[src/rtl/if_id_skid_reg.sv]
// if_id_skid_reg: IF/ID pipeline register as a 2-entry skid buffer with valid/ready on both sides
module if_id_skid_reg #(
    parameter int INST_WIDTH = 32,
    parameter int PC_WIDTH   = 32
) (
    input  logic                  Clk,
    input  logic                  Reset,
    input  logic                  Flush,
    input  logic                  in_valid,
    output logic                  in_ready,
    input  logic [INST_WIDTH-1:0] in_instruction,
    input  logic [PC_WIDTH-1:0]   in_pc_plus4,
    output logic                  out_valid,
    input  logic                  out_ready,
    output logic [INST_WIDTH-1:0] out_instruction,
    output logic [PC_WIDTH-1:0]   out_pc_plus4,
    output logic [15:0]           out_imm16,
    output logic [1:0]            occupancy
);
    logic                  main_valid_q, main_valid_d;
    logic                  skid_valid_q, skid_valid_d;
    logic [INST_WIDTH-1:0] main_inst_q, main_inst_d, skid_inst_q, skid_inst_d;
    logic [PC_WIDTH-1:0]   main_pc_q, main_pc_d, skid_pc_q, skid_pc_d;
    logic                  accept, consume;

    assign in_ready        = !skid_valid_q;
    assign out_valid       = main_valid_q;
    assign out_instruction = main_inst_q;
    assign out_pc_plus4    = main_pc_q;
    assign out_imm16       = main_inst_q[15:0];
    assign occupancy       = {1'b0, main_valid_q} + {1'b0, skid_valid_q};
    assign accept          = in_valid & in_ready;
    assign consume         = main_valid_q & out_ready;

    // Next-state: flush wins, then EMPTY / ONE / FULL transitions keyed off the valid bits
    always_comb begin
        main_valid_d = main_valid_q;
        skid_valid_d = skid_valid_q;
        main_inst_d  = main_inst_q;
        main_pc_d    = main_pc_q;
        skid_inst_d  = skid_inst_q;
        skid_pc_d    = skid_pc_q;
        if (Flush) begin
            main_valid_d = 1'b0;
            skid_valid_d = 1'b0;
        end else if (!main_valid_q) begin
            if (accept) begin
                main_valid_d = 1'b1;
                main_inst_d  = in_instruction;
                main_pc_d    = in_pc_plus4;
            end
        end else if (!skid_valid_q) begin
            if (accept && consume) begin
                main_inst_d = in_instruction;
                main_pc_d   = in_pc_plus4;
            end else if (accept) begin
                skid_valid_d = 1'b1;
                skid_inst_d  = in_instruction;
                skid_pc_d    = in_pc_plus4;
            end else if (consume) begin
                main_valid_d = 1'b0;
            end
        end else if (consume) begin
            main_inst_d  = skid_inst_q;
            main_pc_d    = skid_pc_q;
            skid_valid_d = 1'b0;
        end
    end

    // State registers; data resets to zero (NOP) but is left untouched by flush
    always_ff @(posedge Clk or posedge Reset) begin
        if (Reset) begin
            main_valid_q <= 1'b0;
            skid_valid_q <= 1'b0;
            main_inst_q  <= '0;
            main_pc_q    <= '0;
            skid_inst_q  <= '0;
            skid_pc_q    <= '0;
        end else begin
            main_valid_q <= main_valid_d;
            skid_valid_q <= skid_valid_d;
            main_inst_q  <= main_inst_d;
            main_pc_q    <= main_pc_d;
            skid_inst_q  <= skid_inst_d;
            skid_pc_q    <= skid_pc_d;
        end
    end
endmodule

[config.mk]
export PLATFORM = sky130hd
export DESIGN_NAME = if_id_skid_reg
export DESIGN_NICKNAME = d
export VERILOG_FILES = /design/src/rtl/if_id_skid_reg.sv
export SDC_FILE = /design/constraint.sdc
export NUM_CORES = 1
export LEC_CHECK = 0
export BUFFER_PORTS_ARGS = -buffer_cell sky130_fd_sc_hd__buf_2
export CAP_MARGIN = 40
export CORE_MARGIN = 1.5
export CORE_UTILIZATION = 53
export DETAILED_ROUTE_END_ITERATION = 10
export GPL_TIMING_DRIVEN = 0
export PLACE_DENSITY_LB_ADDON = 0.12
export SYNTH_ARGS = -nofsm -noshare
export SYNTH_HDL_FRONTEND = slang
export SYNTH_SLANG_ARGS = --single-unit
[constraint.sdc]
create_clock -name Clk -period 4.4 [get_ports Clk]
set_input_delay 0.22 -clock Clk [delete_from_list [all_inputs] [get_ports Clk]]
set_output_delay 0.22 -clock Clk [all_outputs]
set_load 0.02 [all_outputs]
# ---- Yosys cells after proc, flatten, opt, wreduce, memory -nomap -nowiden
# Index checks and enable logic that the tools add are counted.
dict set report totals {
  reg_bits 130
  elab_cells 41
  inputBits 69
  out_inout_bits 84
}
dict set report classes {
  bitwise 5
  mux 21
  n_reduce_logical 6
  n_addsub 1
  n_eq_ne 2
}
# cell n
set op_table {}
lappend op_table {{32-bit two-way mux} 10}
lappend op_table {{1-bit two-way mux} 11}
lappend op_table {{5-bit AND reduction} 1}
lappend op_table {{4-bit AND reduction} 1}
lappend op_table {{2-bit nonzero test} 2}
lappend op_table {{3-bit by 1-bit != test with 1-bit output (second input constant)} 1}
lappend op_table {{3-bit by 2-bit != test with 1-bit output (second input constant)} 1}
lappend op_table {{1-bit inverter} 3}
lappend op_table {{1-bit by 1-bit adder with 2-bit output} 1}
lappend op_table {{1-bit AND} 2}
lappend op_table {{1-bit logical AND} 1}
lappend op_table {{1-bit zero test} 1}

# ---- Depth between registers and ports, before layout
# Gate-level depths: netlist of run 1.
dict set report logic_depth {
  ltp_word 7
  depth_mapped 6
  mapped_depth_nobuf 5
}

# ---- Least setup slack after synthesis of run 1
# No wires, ideal clock.
dict set report synth_path {
  kind {flip-flop to flip-flop}
  startpoint {reg skid_valid_q}
  endpoint {reg main_inst_q[10] (netlist: out_instruction[10])}
  path_stages_with_launch 7
  arrival_time_ns 1.949
  path_slack_ns 2.326
  path_buffers 1
  cell_sequence {dfrtp_1 inv_1 ha_1 nand2b_4 a211oi_4 buf_6 mux2_4}
}
dict set report synth_between {
  elab_chain_cells 5
  word_cells_on_any_way 9
  cone_classes {2 x eq/ne; 2 x mux; 1 x bitwise; 4 x reduce/logical}
}
# element line
set synth_rtl {}
lappend synth_rtl {{from (decl)} 21} ;# logic skid_valid_q, skid_valid_d;
lappend synth_rtl {{from (signal assigned)} 81} ;# skid_valid_q <= skid_valid_d;
lappend synth_rtl {{1-bit zero test *} -}
lappend synth_rtl {{named net in_ready} 10} ;# output logic in_ready,
lappend synth_rtl {{1-bit AND *} 32} ;# assign accept = in_valid & in_ready;
lappend synth_rtl {{1-bit logical AND} 53} ;# if (accept && consume) begin
lappend synth_rtl {{3-bit by 1-bit != test with 1-bit output (no line)} -}
lappend synth_rtl {{4-bit AND reduction (no line) *} -}
lappend synth_rtl {{to (signal assigned)} 82} ;# main_inst_q <= main_inst_d;
lappend synth_rtl {{to (decl)} 22} ;# logic [INST_WIDTH-1:0] main_inst_q, main_inst_d, skid_inst_q, skid_inst_d;
# The timed path passes the listed nets; every way through them passes the cells marked *.
# A chain may end at the register's enable or synchronous reset.

# ---- Worst setup path in the final report of run 1
dict set report layout_path {
  startpoint {reg skid_valid_q}
  endpoint {reg main_inst_q[24] (netlist: out_instruction[24])}
}
dict set report layout_between {
  elab_chain_cells 5
  word_cells_on_any_way 9
  cone_classes {2 x eq/ne; 2 x mux; 1 x bitwise; 4 x reduce/logical}
}
# element line
set layout_rtl {}
lappend layout_rtl {{1-bit zero test} -}
lappend layout_rtl {{1-bit AND} 32}
lappend layout_rtl {{1-bit logical AND} 53}
lappend layout_rtl {{3-bit by 1-bit != test with 1-bit output (no line)} -}
lappend layout_rtl {{4-bit AND reduction (no line)} -}
# Several ways; a longest one is shown, not always the timed one.

==> summary.md, run 1 <==
| Metric | Value |
|---|---|
| Antenna diodes | 0 |
| Layout cells sized above 1 | 0.6544 |
| # fillers | approximately 730 |
| DR pass1 iterations | 4 |
| Initial antenna violation count | 0 |
| Commonest non-fill, non-tap cell in the layout | mux2_2 |
| Hold Fails Final Rpt | 0 |
| Largest cells by area after synthesis | dfrtp_1 (55%), mux2_2 (33%), mux2_4 (5.1%) |
| Placer Congestion | about 0.75 |
| Library cells used by synthesis | 18 |
| Worst hold path type | in -> reg |
| Setup ws final | ~2.1 ns |
| Largest net degree at the start of global routing | between 70 and 80 |
| CTS Buffer Depth | 2 |
| Yosys top cell area share | 0.5532 |
| Placed Cells | 667 |
| Skew final | 0.006630 ns |
| Max_cap viols | 0 |
| Hpwl dp | between 8000 and 9000 um |
| Crit share post-route | 0.5267 |
| Syn avg cell area | 15.72 um2 |
| Post-synthesis instance total | 374 |
| Most frequent cells in the layout | mux2_2 (170), buf_2 (164), dfrtp_1 (130) |
| Critical path arrival | 2.71 ns |
| CTS tree | yes |
| Vias/cell | 5.029 |
| Die Width | 108.3 um |
| Worst VDD drop | 236.3 uV |
| CP Launch Type | flop |
| Synth area leader | dfrtp_1 |
| Synth warnings | 0 |
| CTS H-tree lvls | 4 |
| Die ar. | 0.01174 mm2 |
| Clock sinks | 130 |
| Core Region | between 0.01 and 0.015 mm2 |
| First-pass GRT wire length | 20,380 um |
| Lkg Pwr | about 3.8 nW |
| DRC | 0 |
| Reg clk slew, reported paths | 0.06 ns |
| Initial drt markers | 66 |
| Tot GR Track Use | 0.2303 |
| Boundary Pins | ~150 |
| Max Clock Freq | 431.5 MHz |
| Starting Density | 0.5425 |
| Critical Path Sink Type | flop |
| FP Rows | 38 |
| Synthesized cell area | 0.005881 mm2 |
| Num CTS Buffers | 17 |
| CP Launch Point | skid_valid_q$_DFFE_PP0P_ |
| Worst reg2reg path startpoint | skid_valid_q$_DFFE_PP0P_ |
| Worst setup path category | reg -> reg |
| Area added between synthesis and finish | 36.83% |
| Multi-input gate area in the final layout | 0.002357 mm2 |
| Setup Buffers After CTS | 0 |
| Slew HR | 0.4961 |
| Sequential share of the synthesized area | 0.5532 |
| Clock latency on the worst-skew pair | ~0.51 ns |
| Critical Path Sink | out_instruction[24]$_DFFE_PP0P_ |
| DRT antenna net count | 0 |
| Non-Filler Instances | 765 |
| Total gr overflow | 0 |
| FF/Latch Area | 0.003253 mm2 |
| Buffers on Ports | 152 |
| Total Wirelength | 12,510 um |
| Post-Syn Nets | around 450 |
| Yosys reg bits | 130 |
| Overall Power | approximately 4.0 mW |
| Critical path fanouts, max | 10 |
| Final core occ | 0.7423 |
| Outcome | completed |
| Root buf cell | clkbuf_8 |
| Final setup viols | 0 |
| Max Slew Vio Count | 0 |
| Minimum clock period | 2.318 ns |
| Vias in the first global route | 4,161 |
| Worst r2r path cells | 6 |
| Unrepaired setup endpoints after global routing | no |
| Post-place setup slack | 2.068 ns |
| Internal reg-to-reg setup slack | 2.08 ns |
| Cts repair resizes | 0 |
| Post-layout nets | around 700 |
| PwrDens | ~490 mW/mm2 |
| Crit Reg-Reg Endpoint | out_instruction[24]$_DFFE_PP0P_ |
| Total number of vias | 3,847 |
| WL/cell | between 15 and 20 um |
| Worst slew pin tran | 0.7534 ns |
| Die Ht | 108.3 um |
| CP Data Required Time | 4.79 ns |
-- flip-flops by register name, indices dropped and copies added, names as in the netlist --
signal and count:
out_instruction 32, skid_inst_q 32, out_valid 1, out_pc_plus4 32, skid_valid_q 1, skid_pc_q 32
-- power breakdown --
group / leakage [nW] / internal [mW] / total [mW] / switching (mW)
registers: 1.57 / 1.51 / 1.68 / 0.168
clock network: 0.261 / 0.765 / 1.23 / 0.465
logic: 2.00 / 0.551 / 1.06 / 0.511
total: 3.83 / 2.83 / 3.97 / 1.14
-- stage by stage --
step / instance area [um2] / TNS (ns) / hold slack [ns]
2_1_floorplan: 5881 / 0 / 0.2831
3_3_place_gp: 6817 / -83.56 / 0.4513
3_5_place_dp: 6849 / 0 / 0.3256
4_1_cts: 8046 / 0 / 0.007736
5_1_grt: 8046 / 0 / 0.01849
6_report: 8046 / 0 / 0.02413
-- routing by layer --
metal / wire length, um / up-vias / share of wire / global-route usage
li1: - / 1801 / - / -
met1: 5188 / 1923 / 0.41 / 0.2732
met2: 6543 / 110 / 0.52 / 0.4060
met3: 577 / 13 / 0.046 / 0.05425
met4: 206 / 0 / 0.016 / 0.08741
met5: 0 / - / 0 / 0
-- area by class of cell --
cell class,instances,area share
plain buffers,35,0.03172
inverters,4,0.002488
well taps,140,0.02177
multi-input cells,205,0.2930
clock inverters,7,0.007464
flip-flops and latches,130,0.4043
repair buffers,221,0.1826
clock buffers,23,0.05676
-- worst min path at each step --
stage                     startpoint                           to  slack (ns)  cells after the start
after floorplan                Flush          out_valid$_DFF_PP0_        0.28                      1
after global placement     out_ready     skid_valid_q$_DFFE_PP0P_        0.45                      2
after detailed placement       Reset  out_pc_plus4[2]$_DFFE_PP0P_        0.33                      2
after CTS                   in_valid          out_valid$_DFF_PP0_       0.008                      3
after global routing        in_valid          out_valid$_DFF_PP0_        0.02                      3
final                       in_valid          out_valid$_DFF_PP0_        0.02                      3
-- cells by family after synthesis --
group	count (synthesis)	share of synthesized area
flops	130	0.5532
mux	192	0.3804
fa+ha+maj	2	0.004255
compound gates	6	0.008724
buf+inv	39	0.04596
simple gates	5	0.007446
-- worst max-delay path, cell delays in order, from the launching register on --
cell and delay (ns):
dfrtp_1 0.47, inv_1 0.09, ha_1 0.20, nand2b_4 0.15, a211oi_4 0.67, buf_6 0.25, mux2_2 0.35
-- synthesized netlist by cell type --
library cell  number
mux2_1             2
buf_6              6
nor3_1             1
nand3_1            1
buf_4             17
o21ai_0            1
a2bb2oi_1          1
a211oi_1           1
a21oi_1            2
mux2_4            20
dfrtp_1          130
nand2_2            1
buf_2             12
nand2b_4           2
inv_1              4
mux2_2           170
a211oi_4           1
ha_1               2
-- timing repair --
action / in CTS / in global routing
hold endpoints to repair: 124 / 0
hold buffers: 68 / 0
setup endpoints to repair: 0 / 0
Power figures use the tool's default switching activity.
==> run 2, diff against run 1 <==
Clock period 4.4 ns to 2.2 ns, I/O delays scaled along.
==> run 2 against run 1 <==
  * Final cell count grew 0.52%
  * Register-to-register slack lost 1.9 ns
  * First-iteration DRC count grew 79%
  * Wire length grew 2.0%
  * Combinational power grew 100%
  * Die area is the same
  * Via count grew 1.2%
  * Count of clock-buffer cells in the layout grew 1
  * Non-clock buffer count grew 5
  * Clock power grew 130%
  * Sequential power grew 100%
==> summary.md, run 2 (synthesized netlist as in run 1, its figures left out) <==
| Metric | Value |
|---|---|
| Final setup viols | 0 |
| Lkg Pwr | 3.887 nW |
| Die Ht | 108.3 um |
| Num CTS Buffers | 17 |
| Layout cells sized above 1 | 0.6582 |
| Crit share post-route | 0.9054 |
| Worst setup path category | reg -> reg |
| Worst r2r path cells | 7 |
| Critical path arrival | between 2 and 2.5 ns |
| Max_cap viols | 0 |
| Antenna diodes | 0 |
| Sum Neg Setup Slack | 0 ns |
| CTS H-tree lvls | 4 |
| Unrepaired setup endpoints after global routing | no |
| # fillers | 707 |
| Part of the power in registers | 0.406 |
| CTS tree | yes |
| Hold Crit Depth | 5 |
| Critical Path Sink Type | flop |
| Clock sinks | 130 |
| Root buf cell | clkbuf_8 |
| CP Data Required Time | ~2.6 ns |
| Skew final | 0.005930 ns |
| Hpwl dp | about 8000 um |
| Worst slew pin tran | 0.8041 ns |
| Buffers on Ports | 152 |
| Critical path fanouts, max | 10 |
| Initial antenna violation count | 0 |
| Max Clock Freq | around 500 MHz |
| Post-layout nets | 690 |
| Placed Cells | 669 |
| Net load switching power | 2.294 mW |
| Tot GR Track Use | 0.2341 |
| Vias in the first global route | 4,234 |
| Design area | 0.008177 mm2 |
| Area added between synthesis and finish | 39.04% |
| PwrDens | 1013 mW/mm2 |
| Outcome | completed |
| Clock latency on the worst-skew pair | around 0.5 ns |
| Reg clk slew, reported paths | roughly 0.060 ns |
| Worst hold path type | in -> reg |
| Sw Ratio | 0.2768 |
| Placed Area | 0.006880 mm2 |
| Max Slew Vio Count | 0 |
| DRC | 0 |
| Non-Filler Instances | between 700 and 800 |
| Vias/cell | 5.064 |
| Hold Fails Final Rpt | 0 |
| DRT antenna net count | 0 |
| Slew HR | 0.4628 |
| Die ar. | 0.01174 mm2 |
| WL/cell | about 17 um |
| Internal power | 5.992 mW |
| CP Launch Type | flop |
| Cts repair resizes | 0 |
| Placer Congestion | 0.6977 |
| Power share of the clock group | 0.337 |
| FP Rows | 38 |
| Initial drt markers | 118 |
| DR pass1 iterations | 4 |
| Starting Density | 0.5425 |
| Overall Power | a little over 8 mW |
| First-pass GRT wire length | 20,790 um |
| Core Region | about 0.011 mm2 |
| Total number of vias | 3,894 |
| Worst VDD drop | 580.9 uV |
| Gate power share | 0.258 |
| Total Wirelength | 12,760 um |
| Largest net degree at the start of global routing | 39 |
| Total gr overflow | 0 |
| CTS Buffer Depth | 2 |
| Commonest non-fill, non-tap cell in the layout | mux2_2 |
| Boundary Pins | between 150 and 200 |
| Final core occ | 0.7543 |
| Die Width | 108.3 um |
| Most frequent cells in the layout | mux2_2 (170), buf_2 (164), dfrtp_1 (130) |
| Minimum clock period | between 1.5 and 2 ns |
[run 2: cell count changes in the layout (fill, tap and decap cells not counted)]
cell           change
inv_6              -1
clkinv_2           -4
clkbuf_1           -2
bufinv_16          +2
buf_12             +3
clkbuf_8           +3
dlygate4sd3_1      +1
buf_4              +2
clkinvlp_4         +1
buf_16             -1
[run 2: path summary, 6_finish.rpt]
check / from / to / slack (ns)
min in group asynchronous: Reset / out_pc_plus4[17]$_DFFE_PP0P_ / 0.31
max reg2reg: skid_valid_q$_DFFE_PP0P_ / out_pc_plus4[9]$_DFFE_PP0P_ / 0.21
min: in_valid / out_instruction[15]$_DFFE_PP0P_ / 0.29
max in group asynchronous: Reset / skid_inst_q[4]$_DFFE_PP0P_ / 1.00
max: skid_valid_q$_DFFE_PP0P_ / out_pc_plus4[9]$_DFFE_PP0P_ / 0.21
min reg2reg: out_pc_plus4[7]$_DFFE_PP0P_ / out_pc_plus4[7]$_DFFE_PP0P_ / 0.50
[run 2: repair_timing]
item / 4_1_cts / 5_1_grt
hold buffers: 69 / 0
setup buffers: 2 / 0
hold endpoints to repair: 162 / 0
endpoints found under the setup margin: 60 / 0
[run 2: area by class of cell]
type / count / area [um2] / share of cell area
Clock buffer: 24 / 490.5 / 0.05998
Timing Repair Buffer: 226 / 1526 / 0.1867
Tap cell: 140 / 175.2 / 0.02142
Multi-Input combinational cell: 205 / 2357 / 0.2883
Sequential cell: 130 / 3253 / 0.3979
Buffer: 35 / 255.2 / 0.03122
Clock inverter: 5 / 100.1 / 0.01224
Inverter: 4 / 18.77 / 0.002295
[run 2: power by group through the flow]
| stage | registers [mW] | clock network, mW | logic, mW |
|---|---|---|---|
| after floorplan | 3.70 | 0 | 1.05 |
| after global placement | 3.34 | 0 | 1.98 |
| after detailed placement | 3.39 | 0 | 2.04 |
| after CTS | 3.36 | 2.85 | 2.16 |
| after global routing | 3.45 | 2.95 | 2.30 |
| final | 3.36 | 2.79 | 2.14 |
[run 2: per-layer routing]
layer  global-route usage  wire length [um]
met5                    0                 0
met4              0.08365               145
met3              0.06389               658
met2               0.4073              6607
met1               0.2788              5351
[run 2: through the flow]
step	setup slack (ns)	hold WS, ns
final	0.2081	0.2890
after CTS	0.2138	0.2613
after global placement	-0.2931	0.3373
after detailed placement	-0.1452	0.2988
after floorplan	0.1257	0.1731
after global routing	0.09910	0.2817
[run 2: critical path: stages, from the launching register on]
cell      delay, ns
dfrtp_1        0.47
inv_1          0.09
ha_1           0.21
nand2b_4       0.15
a211oi_4       0.21
buf_4          0.21
buf_6          0.17
mux2_2         0.35
